`src/rtl/fc5_pkg.sv`:
```
// Shared types and constants for the layer-5 fully connected sequencer.
// Imported by the sequencer and its issue pipeline.
package fc5_pkg;

    localparam int unsigned FC5_N_IN       = 16;
    localparam int unsigned FC5_N_LANE     = 16;
    localparam int unsigned FC5_ADDR_W     = 4;
    localparam int unsigned FC5_RD_LAT_MAX = 3;

    typedef enum logic [2:0] {
        StIdle,
        StClr,
        StFeed,
        StFlush,
        StOut,
        StFin
    } fc5_state_t;

endpackage

```
`src/rtl/fc5_issue_pipe.sv`:
```
// Read-latency delay line of "address issued" bits; its tail is the lane accumulate enable.
// o_empty reports that no issued bit remains once the current output bit has retired.
module fc5_issue_pipe
    import fc5_pkg::*;
#(
    parameter int unsigned RD_LAT = 1
) (
    input  logic i_clk,
    input  logic i_xrst,
    input  logic i_issue,
    output logic o_acc_en,
    output logic o_empty
);

    logic [RD_LAT-1:0] r_sr;
    logic [RD_LAT-1:0] w_sr_nxt;

    if (RD_LAT == 0 || RD_LAT > FC5_RD_LAT_MAX) begin : g_lat_check
        $error("fc5_issue_pipe: RD_LAT must be in 1..%0d", FC5_RD_LAT_MAX);
    end

    if (RD_LAT == 1) begin : g_single
        assign w_sr_nxt = i_issue;
    end else begin : g_multi
        assign w_sr_nxt = {r_sr[RD_LAT-2:0], i_issue};
    end

    always_ff @(posedge i_clk) begin
        if (i_xrst) begin
            r_sr <= '0;
        end else begin
            r_sr <= w_sr_nxt;
        end
    end

    assign o_acc_en = r_sr[RD_LAT-1];
    // Empty once the bits still in flight after this edge are all zero.
    assign o_empty  = ~|w_sr_nxt;

endmodule

```
`src/rtl/fc5_seq.sv`:
```
// Layer-5 FC sequencer: clears lane accumulators, streams 16 shared read addresses,
// aligns accumulate enables to the read latency, then drains 16 lane results.
module fc5_seq
    import fc5_pkg::*;
#(
    parameter int unsigned N_IN   = FC5_N_IN,
    parameter int unsigned N_LANE = FC5_N_LANE,
    parameter int unsigned RD_LAT = 1
) (
    input  logic                  i_clk,
    input  logic                  i_xrst,
    input  logic                  i_start,
    output logic [FC5_ADDR_W-1:0] o_w_raddr,
    output logic [FC5_ADDR_W-1:0] o_x_raddr,
    output logic                  o_acc_clr,
    output logic                  o_acc_en,
    output logic                  o_out_valid,
    input  logic                  i_out_ready,
    output logic [FC5_ADDR_W-1:0] o_out_sel,
    output logic                  o_busy,
    output logic                  o_finish
);

    localparam logic [FC5_ADDR_W-1:0] LastAddr = FC5_ADDR_W'(N_IN - 1);
    localparam logic [FC5_ADDR_W-1:0] LastLane = FC5_ADDR_W'(N_LANE - 1);

    fc5_state_t            r_state;
    fc5_state_t            w_state_nxt;
    logic [FC5_ADDR_W-1:0] r_addr;
    logic [FC5_ADDR_W-1:0] w_addr_nxt;
    logic [FC5_ADDR_W-1:0] r_sel;
    logic [FC5_ADDR_W-1:0] w_sel_nxt;

    logic [FC5_ADDR_W-1:0] r_raddr;
    logic                  r_acc_clr;
    logic                  r_out_valid;
    logic [FC5_ADDR_W-1:0] r_out_sel;
    logic                  r_busy;
    logic                  r_finish;

    logic                  w_issue;
    logic                  w_pipe_empty;
    logic                  w_handshake;

    assign w_issue     = (r_state == StFeed);
    assign w_handshake = r_out_valid & i_out_ready;

    fc5_issue_pipe #(
        .RD_LAT (RD_LAT)
    ) u_issue_pipe (
        .i_clk    (i_clk),
        .i_xrst   (i_xrst),
        .i_issue  (w_issue),
        .o_acc_en (o_acc_en),
        .o_empty  (w_pipe_empty)
    );

    always_comb begin
        w_state_nxt = r_state;
        w_addr_nxt  = r_addr;
        w_sel_nxt   = r_sel;
        unique case (r_state)
            StIdle: begin
                if (i_start) begin
                    w_state_nxt = StClr;
                end
            end
            StClr: begin
                w_addr_nxt  = '0;
                w_sel_nxt   = '0;
                w_state_nxt = StFeed;
            end
            StFeed: begin
                // The wrap after the last address leaves the counter at 0 for FLUSH.
                w_addr_nxt = r_addr + FC5_ADDR_W'(1);
                if (r_addr == LastAddr) begin
                    w_state_nxt = StFlush;
                end
            end
            StFlush: begin
                w_sel_nxt = '0;
                if (w_pipe_empty) begin
                    w_state_nxt = StOut;
                end
            end
            StOut: begin
                if (w_handshake) begin
                    w_sel_nxt = r_sel + FC5_ADDR_W'(1);
                    if (r_sel == LastLane) begin
                        w_state_nxt = StFin;
                    end
                end
            end
            StFin: begin
                w_state_nxt = StIdle;
            end
            default: begin
                w_state_nxt = StIdle;
            end
        endcase
    end

    // Outputs are decoded from next state so each one is a flop.
    always_ff @(posedge i_clk) begin
        if (i_xrst) begin
            r_state     <= StIdle;
            r_addr      <= '0;
            r_sel       <= '0;
            r_raddr     <= '0;
            r_acc_clr   <= 1'b0;
            r_out_valid <= 1'b0;
            r_out_sel   <= '0;
            r_busy      <= 1'b0;
            r_finish    <= 1'b0;
        end else begin
            r_state     <= w_state_nxt;
            r_addr      <= w_addr_nxt;
            r_sel       <= w_sel_nxt;
            r_raddr     <= (w_state_nxt == StFeed) ? w_addr_nxt : '0;
            r_acc_clr   <= (w_state_nxt == StClr);
            r_out_valid <= (w_state_nxt == StOut);
            r_out_sel   <= (w_state_nxt == StOut) ? w_sel_nxt : '0;
            r_busy      <= (w_state_nxt != StIdle);
            r_finish    <= (w_state_nxt == StFin);
        end
    end

    assign o_w_raddr   = r_raddr;
    assign o_x_raddr   = r_raddr;
    assign o_acc_clr   = r_acc_clr;
    assign o_out_valid = r_out_valid;
    assign o_out_sel   = r_out_sel;
    assign o_busy      = r_busy;
    assign o_finish    = r_finish;

endmodule

```
`config.mk`:
```
export PLATFORM = sky130hd
export DESIGN_NAME = fc5_seq
export DESIGN_NICKNAME = d
export VERILOG_FILES = /design/src/rtl/fc5_pkg.sv /design/src/rtl/fc5_issue_pipe.sv /design/src/rtl/fc5_seq.sv
export SDC_FILE = /design/constraint.sdc
export NUM_CORES = 1
export LEC_CHECK = 0
export CORE_ASPECT_RATIO = 0.7
export CORE_MARGIN = 3
export CORE_UTILIZATION = 50
export CTS_CLUSTER_DIAMETER = 60
export DETAILED_ROUTE_END_ITERATION = 12
export PLACE_DENSITY = 0.77
export SLEW_MARGIN = 10
export SYNTH_ARGS = -nofsm -noshare
export SYNTH_HDL_FRONTEND = slang
export SYNTH_SLANG_ARGS = --single-unit
```
`constraint.sdc`:
```
create_clock -name i_clk -period 1.83 [get_ports i_clk]
set_input_delay 0.366 -clock i_clk [delete_from_list [all_inputs] [get_ports i_clk]]
set_output_delay 0.366 -clock i_clk [all_outputs]
set_load 0.05 [all_outputs]
```
==> flow_metrics.py <==
metrics = {
    "global_route": {
        "pin_count_of_the_biggest_net_entering_global_routing": 17,
        "grt_use_total_pct": 18.1,
        "number_of_global_route_vias_before_repair": 829,
        "grt_pass1_wl_um": 3660,
        "antenna_violations_before_repair": 0,
        "grt_overflow_total": 0,
    },
    "worst_setup_path": {
        "path_delay_family": "buffers and inverters",
        "crit_path_cell_trace": "dlygate4sd2_1",
        "timing.critical_path.slowest_stage_cell": "dlygate4sd2_1",
        "setup.worst_path.class": "register to output pin",
        "end_kind": "output pin",
        "highest_fanout_seen_on_the_critical_path": 2,
        "worst-endpoint-arrival_ps": 1200,
        "worstSetupStartpointType": "register",
        "critical-path-max-stage-delay_ps": 530,
        "crit_buf_inv": 1,
        "worstPathRequired_ps": 1460,
    },
    "floorplanning": {
        "effective_utilization_at_floorplan_pct": 55.9,
        "die-area_um2": 2790,
        "die_y_extent_um": 45.1,
        "die_w_um": 61.8,
        "core.rowCount": 13,
        "io_pins": 21,
        "placeableCoreArea_um2": 1950,
    },
    "clocking": {
        "insertion_delay_ps": 310,
        "cts_buffer_depth": 2,
        "h-tree-depth": 1,
        "cts-root-buf": "clkbuf_4",
        "tritoncts_clock_tree": "done",
        "setup_bufs_post_cts": 0,
        "clock_slew_seen_by_the_registers_of_the_worst_setup_and_hold_paths_ps": 120,
        "numCtsBuffers": 3,
        "clock_sink_count": 24,
    },
    "layout": {
        "synthToLayoutAreaGrowth_pct": 17.0,
        "ratio_of_cells_with_drive_above_1_in_the_final_layout_pct": 20.0,
        "antenna_cells": 0,
        "post-route-util_pct": 65.4,
        "finalNetCount": 143,
    },
    "power": {
        "design_power_total_uw": 932,
        "leakage_nw": 0.547,
        "ir_worst_vdd_mv": 0.593,
        "power_density_nw_per_um2": 730,
    },
    "yosys": {
        "synth_area_leader_cell": "dfxtp_1",
        "yosys-mux-area-fraction_pct": 0,
        "synth_top_cells_by_count": "dfxtp_1, nor2_1, a21oi_1",
        "yosys-top-cells-area": "dfxtp_1, nor2_1, a21oi_1",
        "postSynthRegisterBits": 24,
        "synth.distinct_cells": 41,
        "synth_most_common_cell": "dfxtp_1",
        "post-synth-top-area-fraction_pct": 44.0,
        "synth.yosys.warnings": 0,
        "synth_compound_area_share_pct": 17.3,
        "ys_seq_area_share_pct": 44.0,
        "synthXorXnorAreaFrac_pct": 0.803,
        "simple_gate_share_of_the_synthesized_area_pct": 28.1,
        "synth-edff-count": 0,
        "fraction_of_registers_with_async_set_or_reset_after_synthesis_pct": 0,
        "synth_ff_type": "dfxtp_1",
        "post_synth_fa_ha_maj_area_fraction_pct": 2.29,
        "synth.cell_area_um2": 1090,
        "combinational_family_with_the_most_area_after_synthesis": "simple AND/OR/NAND/NOR gates",
        "postSynthCellCount": 119,
        "postSynthNetCount": 125,
        "syn_avg_cell_area_um2": 9.17,
    },
    "timing": {
        "layout_worst_path_cycle_share_pct": 85.6,
        "final_period_minus_worst_setup_slack_ps": 1570,
        "timing.final.setup_violations": 0,
        "worst_slew_pin_slew_ps": 534,
        "grt_setup_unrepaired": "no",
        "max_clock_freq_mhz": 638,
        "timing.slew.headroom_pct": 64.3,
        "setup-tns-final_ps": 0,
        "report.final.hold_viol_count": 0,
        "final_max_slew_viol_count": 0,
        "fin_worst_skew_ps": 6.77,
    },
    "routing": {
        "viasPerCell": 5.59,
        "num_vias": 878,
        "first_pass_iters": 4,
        "initial_detailed_routing_violation_count": 53,
        "post-route-drc-count": 0,
        "drt.antenna.violating_nets": 0,
        "routed_wirelength_um": 2190,
        "wl_per_cell_um": 14.0,
    },
    "placement": {
        "globalplace.congestion": 0.747,
        "detailed_placement_hpwl_um": 1640,
        "io_buffers": 20,
    },
    "flow_run": {
        "drv_cap": 0,
    },
    "outcome": {
        "status": "finished clean",
    },
    "min_path": {
        "hold_class": "register to register",
    },
}
[routing by layer]
layer,vias to the layer above,global-route usage (%),share of wire (%)
met4,0,6.36,1.4
met3,5,5.43,4.3
met1,415,23.0,49
li1,444,-,-
met5,-,0,0
met2,14,29.2,45
[layout by cell type (no fill, tap or decap), types with 2 or more instances in the layout]
master,Yosys,layout
a21o_1,2,2
a21oi_1,8,8
a22oi_1,2,2
buf_4,4,16
clkbuf_4,0,3
clkdlybuf4s50_1,0,3
dfxtp_1,24,24
dlygate4sd2_1,0,2
dlymetal6s2s_1,0,3
ha_1,2,2
inv_1,3,3
nand2_1,6,6
nand2b_1,3,3
nand3_1,3,3
nand3b_1,3,3
nand4_1,2,2
nor2_1,15,15
nor2b_1,3,3
nor3_1,2,2
nor3b_1,3,3
nor4_1,2,2
o21ai_0,4,4
or2_2,2,2
[state kept, by name (all words and copies together) (netlist names)]
| signal | cells |
|---|---|
| u_issue_pipe.o_acc_en | 1 |
| o_out_sel | 4 |
| o_acc_clr | 1 |
| r_addr | 4 |
| o_finish | 1 |
| o_w_raddr | 4 |
| r_state | 3 |
| r_sel | 4 |
| o_busy | 1 |
| o_out_valid | 1 |
[what timing repair did]
| action | CTS | global route |
|---|---|---|
| gates resized for setup | 2 | 3 |
| pin swaps | 0 | 0 |
| endpoints found under the setup margin | 2 | 3 |
| hold buffers | 0 | 0 |
[logic make-up after synthesis]
group,count (synthesis)
AND/OR/NAND/NOR,51
AO/OA/AOI/OAI,27
XOR/XNOR,1
adder cells (fa/ha/maj),2
flip-flops,24
buffers and inverters,14
[path summary, 6_finish.rpt]
path                           start                      end  slack (ps)  cells after the start
max          o_w_raddr[1]$_SDFF_PP0_             o_w_raddr[1]         260                      1
min            r_state[2]$_SDFF_PP0_     o_acc_clr$_SDFF_PP0_         630                      1
max reg2reg    r_state[1]$_SDFF_PP0_  o_w_raddr[1]$_SDFF_PP0_         320                      4
min reg2reg    r_state[2]$_SDFF_PP0_     o_acc_clr$_SDFF_PP0_         630                      1
[power by group]
group	switching (mW)	internal, mW
Combinational	0.0854	0.0590
Clock	0.150	0.0771
Sequential	0.0237	0.537
Total	0.259	0.673
[final cells by class]
class	count	area, um2
clock buffers	3	22.5
fillers	175	676
inverters	3	11.3
multi-input cells	81	529
flip-flops and latches	24	480
well taps	22	27.5
repair buffers	24	205
[through the flow]
stage	hold WS (ps)	area (um2)	cells	worst slack (ps)
6_report	627	1280	157	263
5_1_grt	638	1280	157	196
4_1_cts	606	1270	157	6.54
3_5_place_dp	574	1250	154	171
3_3_place_gp	572	1250	154	212
2_1_floorplan	441	1090	119	406
(Power assumes the default switching activity.)
